File: src/rtl/des_region_scheduler.sv
// Sweeps region_first..region_last over NUM_BLOCKS des_block workers, one dispatch
// and one capture per cycle at most, and accumulates every captured worker counter.
module des_region_scheduler #(
  parameter int NUM_BLOCKS = 4,
  parameter int CNT_W      = 10,
  parameter int ACC_W      = 32
) (
  input  logic                        clk,
  input  logic                        rst,
  input  logic                        start,
  input  logic [15:0]                 region_first,
  input  logic [15:0]                 region_last,
  output logic [NUM_BLOCKS-1:0]       blk_start,
  output logic [16*NUM_BLOCKS-1:0]    blk_region,
  input  logic [CNT_W*NUM_BLOCKS-1:0] blk_counter,
  input  logic [NUM_BLOCKS-1:0]       blk_valid,
  output logic [ACC_W-1:0]            total,
  output logic [16:0]                 regions_done,
  output logic                        busy,
  output logic                        done
);

  typedef enum logic [1:0] {ST_IDLE = 2'd0, ST_RUN = 2'd1, ST_DONE = 2'd2} top_state_e;
  typedef enum logic [1:0] {S_IDLE = 2'd0, S_RUN = 2'd1, S_REL = 2'd2} slot_state_e;

  top_state_e                  state_q;
  slot_state_e                 slot_q [NUM_BLOCKS];
  logic [NUM_BLOCKS-1:0]       rel_q;
  logic [15:0]                 last_q;
  logic [16:0]                 next_region_q;
  logic [NUM_BLOCKS-1:0]       blk_start_q;
  logic [16*NUM_BLOCKS-1:0]    blk_region_q;
  logic [ACC_W-1:0]            total_q;
  logic [16:0]                 regions_done_q;
  logic                        busy_q;
  logic                        done_q;

  logic [NUM_BLOCKS-1:0]       disp_sel_s;
  logic [NUM_BLOCKS-1:0]       cap_sel_s;
  logic [CNT_W-1:0]            cap_cnt_s;
  logic                        all_idle_s;
  logic                        more_s;

  assign blk_start    = blk_start_q;
  assign blk_region   = blk_region_q;
  assign total        = total_q;
  assign regions_done = regions_done_q;
  assign busy         = busy_q;
  assign done         = done_q;

  // 17-bit compare so a sweep ending at 16'hFFFF stops instead of wrapping
  assign more_s = (next_region_q <= {1'b0, last_q});

  // Lowest-index free slot for dispatch and lowest-index valid running slot for capture
  always_comb begin
    disp_sel_s = '0;
    cap_sel_s  = '0;
    cap_cnt_s  = '0;
    all_idle_s = 1'b1;
    for (int i = NUM_BLOCKS - 1; i >= 0; i--) begin
      if (slot_q[i] == S_IDLE) begin
        disp_sel_s    = '0;
        disp_sel_s[i] = 1'b1;
      end else begin
        all_idle_s = 1'b0;
      end
      if ((slot_q[i] == S_RUN) && blk_valid[i]) begin
        cap_sel_s    = '0;
        cap_sel_s[i] = 1'b1;
        cap_cnt_s    = blk_counter[i*CNT_W +: CNT_W];
      end else begin
        cap_cnt_s = cap_cnt_s;
      end
    end
  end

  // Top sweep FSM together with the per-slot worker handshake FSMs
  always_ff @(posedge clk) begin
    if (rst) begin
      state_q        <= ST_IDLE;
      rel_q          <= '0;
      last_q         <= 16'd0;
      next_region_q  <= 17'd0;
      blk_start_q    <= '0;
      blk_region_q   <= '0;
      total_q        <= '0;
      regions_done_q <= 17'd0;
      busy_q         <= 1'b0;
      done_q         <= 1'b0;
      for (int i = 0; i < NUM_BLOCKS; i++) begin
        slot_q[i] <= S_IDLE;
      end
    end else begin
      // Released slots keep start low for two cycles before becoming free
      for (int i = 0; i < NUM_BLOCKS; i++) begin
        if (slot_q[i] == S_REL) begin
          if (rel_q[i]) slot_q[i] <= S_IDLE;
          rel_q[i] <= ~rel_q[i];
        end
      end
      case (state_q)
        ST_IDLE: begin
          if (start && all_idle_s) begin
            last_q         <= region_last;
            next_region_q  <= {1'b0, region_first};
            total_q        <= '0;
            regions_done_q <= 17'd0;
            if (region_first > region_last) begin
              state_q <= ST_DONE;
              done_q  <= 1'b1;
            end else begin
              state_q <= ST_RUN;
              busy_q  <= 1'b1;
            end
          end
        end
        ST_RUN: begin
          if (!start) begin
            state_q     <= ST_IDLE;
            busy_q      <= 1'b0;
            blk_start_q <= '0;
            for (int i = 0; i < NUM_BLOCKS; i++) begin
              if (slot_q[i] != S_REL) begin
                slot_q[i] <= S_REL;
                rel_q[i]  <= 1'b0;
              end
            end
          end else begin
            for (int i = 0; i < NUM_BLOCKS; i++) begin
              if (cap_sel_s[i]) begin
                blk_start_q[i] <= 1'b0;
                slot_q[i]      <= S_REL;
                rel_q[i]       <= 1'b0;
              end
              if (disp_sel_s[i] && more_s) begin
                blk_start_q[i]          <= 1'b1;
                blk_region_q[16*i +: 16] <= next_region_q[15:0];
                slot_q[i]               <= S_RUN;
              end
            end
            if (cap_sel_s != '0) begin
              total_q        <= total_q + {{(ACC_W-CNT_W){1'b0}}, cap_cnt_s};
              regions_done_q <= regions_done_q + 17'd1;
            end
            if (more_s && (disp_sel_s != '0)) next_region_q <= next_region_q + 17'd1;
            if (!more_s && all_idle_s) begin
              state_q <= ST_DONE;
              busy_q  <= 1'b0;
              done_q  <= 1'b1;
            end
          end
        end
        ST_DONE: begin
          if (!start) begin
            state_q <= ST_IDLE;
            done_q  <= 1'b0;
          end
        end
        default: begin
          state_q <= ST_IDLE;
          busy_q  <= 1'b0;
          done_q  <= 1'b0;
        end
      endcase
    end
  end

endmodule

File: config.mk
export PLATFORM = sky130hd
export DESIGN_NAME = des_region_scheduler
export DESIGN_NICKNAME = d
export VERILOG_FILES = /design/src/rtl/des_region_scheduler.sv
export SDC_FILE = /design/constraint.sdc
export NUM_CORES = 1
export LEC_CHECK = 0
export ABC_AREA = 1
export CELL_PAD_IN_SITES_DETAIL_PLACEMENT = 0
export CELL_PAD_IN_SITES_GLOBAL_PLACEMENT = 1
export CORE_MARGIN = 5
export CORE_UTILIZATION = 33
export DETAILED_ROUTE_END_ITERATION = 10
export GPL_ROUTABILITY_DRIVEN = 0
export PLACE_DENSITY_LB_ADDON = 0.1
export SYNTH_ARGS = -nofsm -noshare
export SYNTH_HDL_FRONTEND = slang
export SYNTH_SLANG_ARGS = --single-unit
File: constraint.sdc
create_clock -name clk -period 2.4 [get_ports clk]
set_input_delay 0.36 -clock clk [delete_from_list [all_inputs] [get_ports clk]]
set_output_delay 0.36 -clock clk [all_outputs]
set_load 0.05 [all_outputs]
==> run summary <==
Outcome: complete, but fails checks
Failing checks: setup timing
Drt drc: 0
IO Pins: 198
Dominant synthesized flop cell: dfxtp_1
Fraction of registers with async set/reset: 0%
Critical path type: reg2reg
Grt met1 use: 29.9%
Num rows: 61
Worst EP required: 2.72 ns
First-pass GRT wire length: 51.9 mm
Die H: 177 µm
Place WS: -0.897 ns
R2r endpoint: total[13]$_SDFFE_PP0P_
Synth Area in XOR/XNOR: 2.19%
Yosys top cell area share: 34.3%
Antenna violations before repair: 1
Grt total ovfl: 0
Yosys warnings: 0
Post-synthesis simple-gate area fraction: 26.6%
Mux share of post-synthesis cell area: 0.434%
WL final: 32.7 mm
Core area: 0.0277 mm²
Max Transition Viols Final: 0
Clk root buf: clkbuf_16
Slew headroom: 61.4%
Starting Density: 33.3%
Hold Crit Start: rst
Synth Area in Compound Gates: 17.5%
Sequential area share after synthesis: 36.9%
Die X: 177 µm
Synth Area in Adders: 7.41%
Commonest cells after routing, fill and taps aside: 244 x nand2_1, 194 x clkdlybuf4s50_1, 158 x dfxtp_1
DP HPWL: 24.3 mm
Worst Tran Pin Value: 0.577 ns
Leading area contributor after synthesis: dfxtp_1
End point of the critical path: total[13]$_SDFFE_PP0P_
Max FO, Critical Path: 6
Mapped Cells: 1303
Initial DRC Count: 623
Endpoints failing hold: 0
Clk buf depth: 2
Fin util: 50.1%
H-Tree Level Count: 4
Pin count of the biggest net entering global routing: 40
CTS Buf Count: 17
Total Nets Final: 1727
Total power: 6.87 mW
FF-to-FF Start: slot_q[3][1]$_SDFFCE_PN0P_
Finished Layout Cells: 1986
R2R Setup Slk: -0.21 ns
Global-route met2 utilization: 32.5%
Number of global-route vias before repair: 9538
RSZ-0062 raised after global routing: yes
Final Cycle Share: 109%
PwrDens: 495 mW/mm²
Distinct cells, synth: 54
Gr busiest metal: met2
Maximum VDD drop: 518 µV
Worst hold path class: in2reg
Worst Setup End Kind: flop
Max Fclk: 382 MHz
Die area: 0.0314 mm²
Worst-Skew Late Latency: 0.44 ns
Critical Path AT: 2.93 ns
Largest family of logic cells by synthesized area: simple AND/OR/NAND/NOR gates
LEAKAGE: 5.43 nW
Detailed-route via count: 9605
Share of layout cells above drive strength 1: 19.6%
Overall routing resource usage: 20.7%
Final TNS setup: -3.42 ns
Dpl cells: 1928
Minimum clock period: 2.61 ns
Syn Nets: 1436
CTS sink count: 166
Via density: 4.84
Worst Clk Skew: 0.0248 ns
Met3 Usage GRT: 3.87%
Setup crit start kind: flop
Top cells by area, synth: dfxtp_1 34%, nand2_1 11%, a21oi_1 10%, ha_1 7.2%, inv_1 5.9%
Most common cell after layout, fill and taps aside: nand2_1
First drt pass iteration count: 5
Yosys reg bits: 166
Reg2reg path depth: 16
Worst-path clk slew: 0.08 ns
Number of synthesized flops with an enable pin: 8
Max-cap viol count: 0
Endpoints failing setup: 27
CTS tree: done
Fin area: 0.0139 mm²
Area after DPL: 0.0123 mm²
Synth Area per Inst: 7.07 µm²
Synthesis-to-finish area growth: 50.7%
Layout fillers: 2750
ANT nets after route: 0
Avg WL per Cell: 16.5 µm
Post-synthesis cell area: 0.00922 mm²
CP startpoint: slot_q[3][1]$_SDFFCE_PN0P_
Final WS setup: -0.215 ns
Port-buffer cells: 197
Worst hold slack: 0.331 ns
[critical path, stage by stage (launching register included)]
cell and delay, ns:
edfxtp_1 0.41, inv_2 0.07, and3_4 0.20, nand2_4 0.06
inv_6 0.08, buf_12 0.13, nand2_1 0.07, a21oi_2 0.17
ha_4 0.24, a21oi_2 0.20, a21boi_4 0.26, o21ai_2 0.09
buf_6 0.13, buf_4 0.13, nand2_4 0.08, a21oi_1 0.06
o21a_1 0.11
[logic make-up (layout without fill, tap and decap cells)]
family / count (synthesis) / count (layout)
AOI/OAI and AO/OA: 304 / 304
xor gates and xnor gates: 23 / 23
and+or+nand+nor: 543 / 543
adders and majority gates: 54 / 54
other: 0 / 1
buffers and inverters: 209 / 513
DFF: 166 / 166
muxes: 4 / 4
[cells in the mapped netlist, types with 3 or more instances]
cell      instances
nor3b_1           3
nand2_1         265
nor4_1            6
o31ai_1           3
nor2_2            7
xor2_1           19
dfxtp_1         158
clkinv_1          3
nor2_1           97
inv_2             5
o21ai_0          82
buf_2            14
clkbuf_1         34
a31oi_1           3
nand4_1          18
a21oi_1         185
nand2_4           4
xnor2_1           4
o21a_1            4
nand3_1          89
ha_1             53
buf_4             4
nand2_2           4
a22oi_1           4
nor3_1           29
o22ai_1          11
nand3b_1          3
nand3_2           4
edfxtp_1          8
inv_1           145
mux2i_1           4
[routing by layer]
layer | vias up | wire length [µm]
met3 | 20 | 1560
met4 | 0 | 310
met2 | 194 | 14500
li1 | 4918 | -
met5 | - | 0
met1 | 4473 | 16300
[repair_timing]
action / in CTS / in global routing
setup endpoints to repair: 28 / 62
pin swaps: 51 / 30
buffers inserted: 19 / 9
resized for setup: 130 / 46
hold buffers: 0 / 0
cloned: 2 / 1
[sequential cells by signal, indices dropped and copies added, names as in the netlist]
name           flops
next_region_q     17
rel_q              4
done               1
regions_done      17
state_q            2
blk_start          4
last_q            16
slot_q             8
busy               1
total             32
blk_region        64
[report_power, final]
| part | switching (mW) | total (mW) | internal, mW |
|---|---|---|---|
| combinational | 0.642 | 1.12 | 0.474 |
| sequential | 0.0252 | 2.84 | 2.81 |
| clock | 1.46 | 2.92 | 1.46 |
[worst min-delay path by stage]
stage	end	slack, ns	cells after the start
floorplan	last_q[0]$_SDFFE_PP0P_	0.43	2
global placement	blk_region[6]$_SDFFE_PP0N_	0.43	2
detailed placement	blk_region[6]$_SDFFE_PP0N_	0.44	2
CTS	regions_done[1]$_SDFFE_PP0P_	0.31	2
global route	blk_start[1]$_SDFFE_PP0P_	0.34	2
finish	blk_start[1]$_SDFFE_PP0P_	0.33	2
[final cells by class]
class | count | area [µm²] | share of cell area (%)
antenna | 1 | 2.50 | 0.0180
clock buffer | 17 | 425 | 3.06
clock inverter | 15 | 211 | 1.52
inverter | 154 | 589 | 4.24
multi-input combinational | 928 | 5700 | 41.0
sequential | 166 | 3400 | 24.5
tap | 378 | 473 | 3.41
timing repair buffer | 326 | 3080 | 22.2
timing repair inverter | 1 | 8.76 | 0.0631
(Power assumes the default switching activity.)
